===== src/rtl/store_buffer_fwd.sv =====
// store_buffer_fwd
// Speculative store buffer sitting between execute and the D-cache write port.
// Stores allocate in program order, the ROB commits them in order, committed
// entries drain one at a time (single outstanding write), and younger loads
// receive byte-granular forwarding from every valid entry.

module store_buffer_fwd #(
    parameter int SB_DEPTH = 8,
    parameter int TAG_W    = 5,
    parameter int ADDR_W   = 32
) (
    input  logic                      clk,
    input  logic                      rst,
    input  logic                      alloc_valid,
    output logic                      alloc_ready,
    input  logic [TAG_W-1:0]          alloc_rob_tag,
    input  logic [ADDR_W-1:0]         alloc_addr,
    input  logic [31:0]               alloc_wdata,
    input  logic [3:0]                alloc_wmask,
    input  logic                      commit_valid,
    input  logic [TAG_W-1:0]          commit_rob_tag,
    output logic                      commit_err,
    input  logic                      flush,
    output logic                      dmem_req_valid,
    input  logic                      dmem_req_ready,
    output logic [ADDR_W-1:0]         dmem_addr,
    output logic [31:0]               dmem_wdata,
    output logic [3:0]                dmem_wmask,
    input  logic                      dmem_resp,
    input  logic [ADDR_W-1:0]         ld_addr,
    input  logic [3:0]                ld_rmask,
    output logic [3:0]                fwd_mask,
    output logic [31:0]               fwd_data,
    output logic [$clog2(SB_DEPTH):0] count,
    output logic                      empty,
    output logic                      full
);

    localparam int PW = $clog2(SB_DEPTH);
    localparam int CW = PW + 1;
    localparam int WA = ADDR_W - 2;

    typedef enum logic [1:0] {
        ST_IDLE = 2'd0,
        ST_REQ  = 2'd1,
        ST_WAIT = 2'd2
    } drain_state_e;

    // Entry storage; only the word address is kept, byte lanes come from the mask.
    logic [TAG_W-1:0] tag_r  [SB_DEPTH];
    logic [WA-1:0]    addr_r [SB_DEPTH];
    logic [31:0]      data_r [SB_DEPTH];
    logic [3:0]       mask_r [SB_DEPTH];

    // Pointers carry an extra wrap bit so full and empty are distinguishable.
    logic [CW-1:0] head_r;
    logic [CW-1:0] cptr_r;
    logic [CW-1:0] tail_r;
    logic [CW-1:0] head_nxt_s;
    logic [CW-1:0] cptr_nxt_s;
    logic [CW-1:0] tail_nxt_s;
    logic [CW-1:0] count_nxt_s;
    logic [CW-1:0] used_s;

    logic          alloc_fire_s;
    logic          commit_ok_s;
    logic          pop_s;
    logic          wr_en_s;
    logic          full_nxt_s;

    logic [CW-1:0] count_r;
    logic          empty_r;
    logic          full_r;
    logic          alloc_ready_r;
    logic          commit_err_r;

    drain_state_e      state_r;
    logic              dmem_req_valid_r;
    logic [ADDR_W-1:0] dmem_addr_r;
    logic [31:0]       dmem_wdata_r;
    logic [3:0]        dmem_wmask_r;

    logic [3:0]  fwd_mask_s;
    logic [31:0] fwd_data_s;
    logic        unused_s;

    // Byte-offset address bits never participate in matching or draining.
    assign unused_s = ^{alloc_addr[1:0], ld_addr[1:0]};

    assign used_s = tail_r - head_r;

    // Next-state pointer arithmetic: commit resolves before flush truncates the tail.
    always_comb begin
        alloc_fire_s = alloc_valid & alloc_ready_r;
        if (commit_valid && (cptr_r != tail_r)) begin
            commit_ok_s = (tag_r[cptr_r[PW-1:0]] == commit_rob_tag);
        end else begin
            commit_ok_s = 1'b0;
        end
        pop_s      = (state_r == ST_WAIT) && dmem_resp;
        head_nxt_s = head_r + CW'(pop_s);
        cptr_nxt_s = cptr_r + CW'(commit_ok_s);
        if (flush) begin
            tail_nxt_s = cptr_nxt_s;
        end else begin
            tail_nxt_s = tail_r + CW'(alloc_fire_s);
        end
        wr_en_s     = alloc_fire_s & ~flush;
        count_nxt_s = tail_nxt_s - head_nxt_s;
        full_nxt_s  = (tail_nxt_s[PW-1:0] == head_nxt_s[PW-1:0]) &&
                      (tail_nxt_s[PW] != head_nxt_s[PW]);
    end

    // Pointer and status registers; status is precomputed from next-state pointers.
    always_ff @(posedge clk or negedge rst) begin
        if (!rst) begin
            head_r        <= {CW{1'b0}};
            cptr_r        <= {CW{1'b0}};
            tail_r        <= {CW{1'b0}};
            count_r       <= {CW{1'b0}};
            empty_r       <= 1'b1;
            full_r        <= 1'b0;
            alloc_ready_r <= 1'b1;
            commit_err_r  <= 1'b0;
        end else begin
            head_r        <= head_nxt_s;
            cptr_r        <= cptr_nxt_s;
            tail_r        <= tail_nxt_s;
            count_r       <= count_nxt_s;
            empty_r       <= (count_nxt_s == {CW{1'b0}});
            full_r        <= full_nxt_s;
            alloc_ready_r <= ~full_nxt_s;
            commit_err_r  <= commit_valid & ~commit_ok_s;
        end
    end

    // Entry write at the tail; contents are don't-care until allocated.
    always_ff @(posedge clk) begin
        if (wr_en_s) begin
            tag_r[tail_r[PW-1:0]]  <= alloc_rob_tag;
            addr_r[tail_r[PW-1:0]] <= alloc_addr[ADDR_W-1:2];
            data_r[tail_r[PW-1:0]] <= alloc_wdata;
            mask_r[tail_r[PW-1:0]] <= alloc_wmask;
        end
    end

    // Drain FSM: one outstanding write; request fields are latched and held until accepted.
    always_ff @(posedge clk or negedge rst) begin
        if (!rst) begin
            state_r          <= ST_IDLE;
            dmem_req_valid_r <= 1'b0;
            dmem_addr_r      <= {ADDR_W{1'b0}};
            dmem_wdata_r     <= 32'h0000_0000;
            dmem_wmask_r     <= 4'b0000;
        end else begin
            case (state_r)
                ST_IDLE: begin
                    if (head_r != cptr_r) begin
                        state_r          <= ST_REQ;
                        dmem_req_valid_r <= 1'b1;
                        dmem_addr_r      <= {addr_r[head_r[PW-1:0]], 2'b00};
                        dmem_wdata_r     <= data_r[head_r[PW-1:0]];
                        dmem_wmask_r     <= mask_r[head_r[PW-1:0]];
                    end else begin
                        state_r          <= ST_IDLE;
                        dmem_req_valid_r <= 1'b0;
                    end
                end
                ST_REQ: begin
                    if (dmem_req_ready) begin
                        state_r          <= ST_WAIT;
                        dmem_req_valid_r <= 1'b0;
                    end else begin
                        state_r          <= ST_REQ;
                        dmem_req_valid_r <= 1'b1;
                    end
                end
                ST_WAIT: begin
                    if (dmem_resp) begin
                        if (head_nxt_s != cptr_r) begin
                            state_r          <= ST_REQ;
                            dmem_req_valid_r <= 1'b1;
                            dmem_addr_r      <= {addr_r[head_nxt_s[PW-1:0]], 2'b00};
                            dmem_wdata_r     <= data_r[head_nxt_s[PW-1:0]];
                            dmem_wmask_r     <= mask_r[head_nxt_s[PW-1:0]];
                        end else begin
                            state_r          <= ST_IDLE;
                            dmem_req_valid_r <= 1'b0;
                            dmem_addr_r      <= {ADDR_W{1'b0}};
                            dmem_wdata_r     <= 32'h0000_0000;
                            dmem_wmask_r     <= 4'b0000;
                        end
                    end else begin
                        state_r          <= ST_WAIT;
                        dmem_req_valid_r <= 1'b0;
                    end
                end
                default: begin
                    state_r          <= ST_IDLE;
                    dmem_req_valid_r <= 1'b0;
                end
            endcase
        end
    end

    // Forwarding scan oldest to youngest so younger matching bytes overwrite older ones.
    always_comb begin : fwd_scan
        logic [PW-1:0] idx_v;
        logic          hit_v;
        fwd_mask_s = 4'b0000;
        fwd_data_s = 32'h0000_0000;
        idx_v      = {PW{1'b0}};
        hit_v      = 1'b0;
        for (int i = 0; i < SB_DEPTH; i++) begin
            idx_v = head_r[PW-1:0] + PW'(i);
            hit_v = (CW'(i) < used_s) && (addr_r[idx_v] == ld_addr[ADDR_W-1:2]);
            for (int b = 0; b < 4; b++) begin
                if (hit_v && mask_r[idx_v][b] && ld_rmask[b]) begin
                    fwd_mask_s[b]       = 1'b1;
                    fwd_data_s[8*b +: 8] = data_r[idx_v][8*b +: 8];
                end else begin
                    fwd_mask_s[b]       = fwd_mask_s[b];
                    fwd_data_s[8*b +: 8] = fwd_data_s[8*b +: 8];
                end
            end
        end
    end

    assign alloc_ready    = alloc_ready_r;
    assign commit_err     = commit_err_r;
    assign dmem_req_valid = dmem_req_valid_r;
    assign dmem_addr      = dmem_addr_r;
    assign dmem_wdata     = dmem_wdata_r;
    assign dmem_wmask     = dmem_wmask_r;
    assign fwd_mask       = fwd_mask_s;
    assign fwd_data       = fwd_data_s;
    assign count          = count_r;
    assign empty          = empty_r;
    assign full           = full_r;

endmodule


===== config.mk =====
export PLATFORM = sky130hd
export DESIGN_NAME = store_buffer_fwd
export DESIGN_NICKNAME = d
export VERILOG_FILES = /design/src/rtl/store_buffer_fwd.sv
export SDC_FILE = /design/constraint.sdc
export NUM_CORES = 2
export LEC_CHECK = 0
export CAP_MARGIN = 20
export CORE_ASPECT_RATIO = 1.25
export CORE_MARGIN = 1.5
export CORE_UTILIZATION = 30
export CTS_CLUSTER_SIZE = 30
export DETAILED_ROUTE_END_ITERATION = 6
export PLACE_DENSITY = 0.45
export SETUP_SLACK_MARGIN = 0.5
export SYNTH_ARGS = -nofsm -noshare
export SYNTH_HDL_FRONTEND = slang
export SYNTH_SLANG_ARGS = --single-unit

===== constraint.sdc =====
create_clock -name clk -period 8.2 [get_ports clk]
set_clock_uncertainty 0.15 [all_clocks]
set_input_delay 1.64 -clock clk [delete_from_list [all_inputs] [get_ports clk]]
set_output_delay 1.64 -clock clk [all_outputs]
set_load 0.02 [all_outputs]

==> impl_metrics.xml <==
<?xml version="1.0" encoding="UTF-8"?>
<metrics>
  <group name="logic_synthesis">
    <metric name="yosys.cell_types.count" unit="">96</metric>
    <metric name="avg_cell_area_syn" unit="um^2">12.7</metric>
    <metric name="synthesized_flop_and_latch_total" unit="">656</metric>
    <metric name="synth_top_flop_cell" unit="">sky130_fd_sc_hd__edfxtp_1</metric>
    <metric name="postSynth.asyncResetShare" unit="%">13.4</metric>
    <metric name="ys_warn_count" unit="">0</metric>
    <metric name="cell_area_after_synthesis" unit="um^2">51700</metric>
    <metric name="ys_seq_area_share" unit="%">37.3</metric>
    <metric name="postSynthCellCount" unit="">4070</metric>
    <metric name="synth_enable_flop_cells" unit="">568</metric>
  </group>
  <group name="global_route">
    <metric name="grt_start_max_net_pins" unit="">131</metric>
    <metric name="antenna_violations_before_repair" unit="">18</metric>
    <metric name="grt_pass1_vias" unit="">39000</metric>
    <metric name="grt_overflow_total" unit="">0</metric>
    <metric name="grt_pass1_wl" unit="um">300000</metric>
    <metric name="grt_usage" unit="%">23.9</metric>
  </group>
  <group name="clock_network">
    <metric name="clock_sinks" unit="">656</metric>
    <metric name="clock_path_buffers" unit="">3</metric>
    <metric name="tritoncts.num_buffers" unit="">80</metric>
    <metric name="worstSkewPairLatency" unit="ns">0.72</metric>
    <metric name="cts_tree" unit="">built</metric>
    <metric name="cts.clk_slew.worst_paths" unit="ns">0.06</metric>
    <metric name="h-tree-depth" unit="">3</metric>
    <metric name="cts_root_buffer" unit="">sky130_fd_sc_hd__clkbuf_16</metric>
    <metric name="postCtsHoldBufs" unit="">0</metric>
  </group>
  <group name="critical_path">
    <metric name="setup.worst_path.class" unit="">reg -&gt; out</metric>
    <metric name="worstPathRequired" unit="ns">6.41</metric>
    <metric name="crit_top_cell" unit="">sky130_fd_sc_hd__buf_4</metric>
    <metric name="path_delay_family" unit="">simple AND/OR/NAND/NOR gates</metric>
    <metric name="critical_path_top_delay_cell" unit="">sky130_fd_sc_hd__or4_1</metric>
    <metric name="timing.critical_path.fanout_max" unit="">24</metric>
    <metric name="critPathCaptureType" unit="">output pin</metric>
    <metric name="crit_chain" unit="">ha_4 &gt; buf_12 &gt; buf_4 &gt; mux2i_1 &gt; o22ai_1 &gt; or3_1 &gt; a21oi_1 &gt; nand4_1 &gt; or4_1 &gt; buf_4 &gt; buf_4 &gt; nor3b_4 &gt; o311ai_1 &gt; a21boi_1 &gt; o31ai_1 &gt; a311o_1 &gt; buf_4</metric>
    <metric name="buf_inv_stages_crit_path" unit="">5</metric>
    <metric name="critical_path.max_stage_delay" unit="ns">0.56</metric>
    <metric name="arrival" unit="ns">5.83</metric>
    <metric name="timing.critical_path.from_type" unit="">flip-flop</metric>
  </group>
  <group name="die">
    <metric name="floorplan.core_area" unit="um^2">171000</metric>
    <metric name="pin_count" unit="">234</metric>
    <metric name="floorplan.initialDensity" unit="%">30.1</metric>
    <metric name="die_area" unit="um^2">175000</metric>
    <metric name="die_width" unit="um">374</metric>
    <metric name="rows" unit="">170</metric>
    <metric name="die_y" unit="um">467</metric>
  </group>
  <group name="power">
    <metric name="power.static_leakage" unit="nW">21.4</metric>
    <metric name="swShare" unit="%">48.1</metric>
    <metric name="switchingPower" unit="mW">13.1</metric>
    <metric name="cell_internal_pwr" unit="mW">14.1</metric>
    <metric name="power.share.combinational" unit="%">70.4</metric>
    <metric name="power.share.sequential" unit="%">16.1</metric>
    <metric name="p_clk_share" unit="%">13.5</metric>
    <metric name="vdd_ir_drop_max" unit="mV">0.316</metric>
    <metric name="post-layout-total-power" unit="mW">27.2</metric>
    <metric name="p_per_area" unit="nW/um^2">447</metric>
  </group>
  <group name="detailed_routing">
    <metric name="routed_via_density" unit="">6.10</metric>
    <metric name="final_routed_wirelength" unit="um">215000</metric>
    <metric name="detailroute.via_count" unit="">40100</metric>
    <metric name="routed_wire_length_per_instance" unit="um">32.6</metric>
    <metric name="drt_pre_antenna_iters" unit="">6</metric>
    <metric name="drc_errors" unit="">0</metric>
    <metric name="drtIter0Drc" unit="">3933</metric>
    <metric name="postRouteAntennaNets" unit="">0</metric>
  </group>
  <group name="run">
    <metric name="drv_cap" unit="">0</metric>
  </group>
  <group name="layout">
    <metric name="stdcell_count" unit="">6584</metric>
    <metric name="nNetsFinal" unit="">4416</metric>
    <metric name="layout.filler_cells" unit="">16700</metric>
    <metric name="share_of_cells_above_drive_strength_1" unit="%">28.5</metric>
    <metric name="layout.core_utilization" unit="%">35.4</metric>
    <metric name="area_growth_syn_to_layout" unit="%">17.6</metric>
  </group>
  <group name="timing">
    <metric name="achievable-frequency" unit="MHz">131</metric>
    <metric name="setup_repair_after_global_routing_missed_its_margin" unit="">yes</metric>
    <metric name="timing.final.max_slew_violations" unit="">0</metric>
    <metric name="timing.final.hold_violations" unit="">0</metric>
    <metric name="slew-limit-headroom" unit="%">27.3</metric>
    <metric name="setup_viol_count_final" unit="">0</metric>
    <metric name="final.setup.tns" unit="ns">0</metric>
    <metric name="period_share" unit="%">93.0</metric>
    <metric name="worst_slack" unit="ns">0.577</metric>
    <metric name="timing.final.crit_period" unit="ns">7.62</metric>
    <metric name="worst-slew-pin-transition" unit="ns">1.08</metric>
  </group>
  <group name="place">
    <metric name="place.detailed.instances" unit="">6399</metric>
    <metric name="last_weighted_congestion_value_of_the_routability_driven_placer" unit="">1.02</metric>
    <metric name="dp_hpwl" unit="um">145000</metric>
    <metric name="pre_cts_slack" unit="ns">0.108</metric>
    <metric name="numPortBuffers" unit="">227</metric>
  </group>
  <group name="run_status">
    <metric name="run_status" unit="">complete, no violations</metric>
  </group>
  <group name="min_path">
    <metric name="min-delay-path-class" unit="">reg -&gt; reg</metric>
  </group>
</metrics>
## cells in the final DEF, fill, tap and decap left out, types with 15 or more instances in the layout
cell and count:
sky130_fd_sc_hd__mux4_2 637, sky130_fd_sc_hd__edfxtp_1 568, sky130_fd_sc_hd__nand2_1 529, sky130_fd_sc_hd__mux2i_1 364
sky130_fd_sc_hd__buf_4 206, sky130_fd_sc_hd__clkdlybuf4s50_1 188, sky130_fd_sc_hd__a21oi_1 183, sky130_fd_sc_hd__xnor2_1 146
sky130_fd_sc_hd__o21ai_0 123, sky130_fd_sc_hd__nor2_1 121, sky130_fd_sc_hd__clkbuf_16 85, sky130_fd_sc_hd__dfrtp_1 83
sky130_fd_sc_hd__mux2_2 78, sky130_fd_sc_hd__nand3_1 78, sky130_fd_sc_hd__xor2_1 68, sky130_fd_sc_hd__o22ai_1 66
sky130_fd_sc_hd__inv_1 45, sky130_fd_sc_hd__and3_1 44, sky130_fd_sc_hd__a22oi_1 41, sky130_fd_sc_hd__a221oi_1 39
sky130_fd_sc_hd__buf_12 37, sky130_fd_sc_hd__a21o_1 35, sky130_fd_sc_hd__nand4_1 32, sky130_fd_sc_hd__nor3_1 25
sky130_fd_sc_hd__a311oi_1 24, sky130_fd_sc_hd__a211oi_1 19, sky130_fd_sc_hd__xnor2_2 17, sky130_fd_sc_hd__clkbuf_1 17
sky130_fd_sc_hd__nor2b_1 16, sky130_fd_sc_hd__and2_1 16, sky130_fd_sc_hd__nand2b_1 15, sky130_fd_sc_hd__a2111oi_1 15
## logic make-up (layout without fill, tap and decap cells)
kind of cell / after synthesis / count (layout) / share of synthesized area [%]
buffers and inverters: 423 / 694 / 4.04
multiplexers: 1092 / 1092 / 37.0
AND/OR/NAND/NOR: 980 / 980 / 8.86
XOR/XNOR: 235 / 235 / 3.98
flip-flops: 656 / 656 / 37.3
AO/OA/AOI/OAI: 665 / 665 / 8.41
other: 1 / 8 / 0.00726
adder cells (fa/ha/maj): 18 / 18 / 0.465
## state kept, by name, summed over array words and instances, names as in the netlist, 2 cells and up
| signal | count |
|---|---|
| dmem_wmask | 4 |
| mask_r | 32 |
| dmem_wdata | 32 |
| tag_r | 40 |
| data_r | 256 |
| head_r | 4 |
| cptr_r | 4 |
| tail_r | 4 |
| dmem_addr | 30 |
| state_r | 2 |
| count | 4 |
| addr_r | 240 |
## path summary, 6_finish.rpt
path | start | end | slack [ns] | depth (start not counted)
worst max-delay path | head_r[1] | fwd_data[30] | 0.58 | 17
worst min-delay path | dmem_addr[14] | dmem_addr[14] | 0.35 | 1
worst max register to register | cptr_r[0] | empty | 3.56 | 13
worst min register to register | dmem_addr[14] | dmem_addr[14] | 0.35 | 1
max in group asynchronous | rst | head_r[2] | 5.72 | 2
min in group asynchronous | rst | dmem_wdata[2] | 0.80 | 1
## power groups by stage
| stage | logic (mW) | registers [mW] | clock network (mW) |
|---|---|---|---|
| floorplan | 12.3 | 4.49 | 0 |
| global placement | 18.2 | 4.45 | 0 |
| detailed placement | 18.2 | 4.45 | 0 |
| CTS | 18.7 | 4.37 | 3.74 |
| global route | 20.1 | 4.42 | 3.86 |
| finish | 19.1 | 4.37 | 3.66 |
## metal layers
metal	global-route usage (%)	routed length [um]	vias up
li1	-	-	16800
met1	31.3	87500	21100
met2	39.7	103000	1859
met3	4.19	15700	354
met4	8.92	8790	20
met5	0	121	-
## timing repair
action                     in CTS  in global routing
gates resized for setup        65                 67
pin swaps                       6                 26
setup buffers                  18                  5
gates cloned                    3                  5
setup endpoints to repair      36                 33
hold endpoints to repair        0                  0
## Yosys cell counts (78+ instances only)
library cell	n	area share (%)
sky130_fd_sc_hd__a21oi_1	183	1.8
sky130_fd_sc_hd__buf_2	86	0.83
sky130_fd_sc_hd__clkbuf_1	166	1.2
sky130_fd_sc_hd__dfrtp_1	86	4.2
sky130_fd_sc_hd__edfxtp_1	568	33
sky130_fd_sc_hd__mux2_2	78	1.7
sky130_fd_sc_hd__mux2i_1	366	7.1
sky130_fd_sc_hd__mux4_2	637	28
sky130_fd_sc_hd__nand2_1	529	3.8
sky130_fd_sc_hd__nand3_1	79	0.77
sky130_fd_sc_hd__nor2_1	131	0.95
sky130_fd_sc_hd__o21ai_0	126	1.2
sky130_fd_sc_hd__xnor2_1	164	2.8
## stage by stage
| step | hold WS (ns) | cell area, um^2 |
|---|---|---|
| detailed placement | 0.329 | 57200 |
| floorplan | 0.325 | 51700 |
| global route | 0.386 | 60800 |
| global placement | 0.331 | 57200 |
| finish | 0.349 | 60800 |
| CTS | 0.357 | 60400 |
## cell type report
class	count	area [um^2]	area share (%)
clock inverter	42	489	0.805
sequential	656	19300	31.7
inverter	62	253	0.416
clock buffer	105	2180	3.58
multi-input combinational	2992	30800	50.8
tap	2236	2800	4.60
timing repair buffer	485	4920	8.10
antenna	6	15.0	0.0247
(Power assumes the default switching activity.)
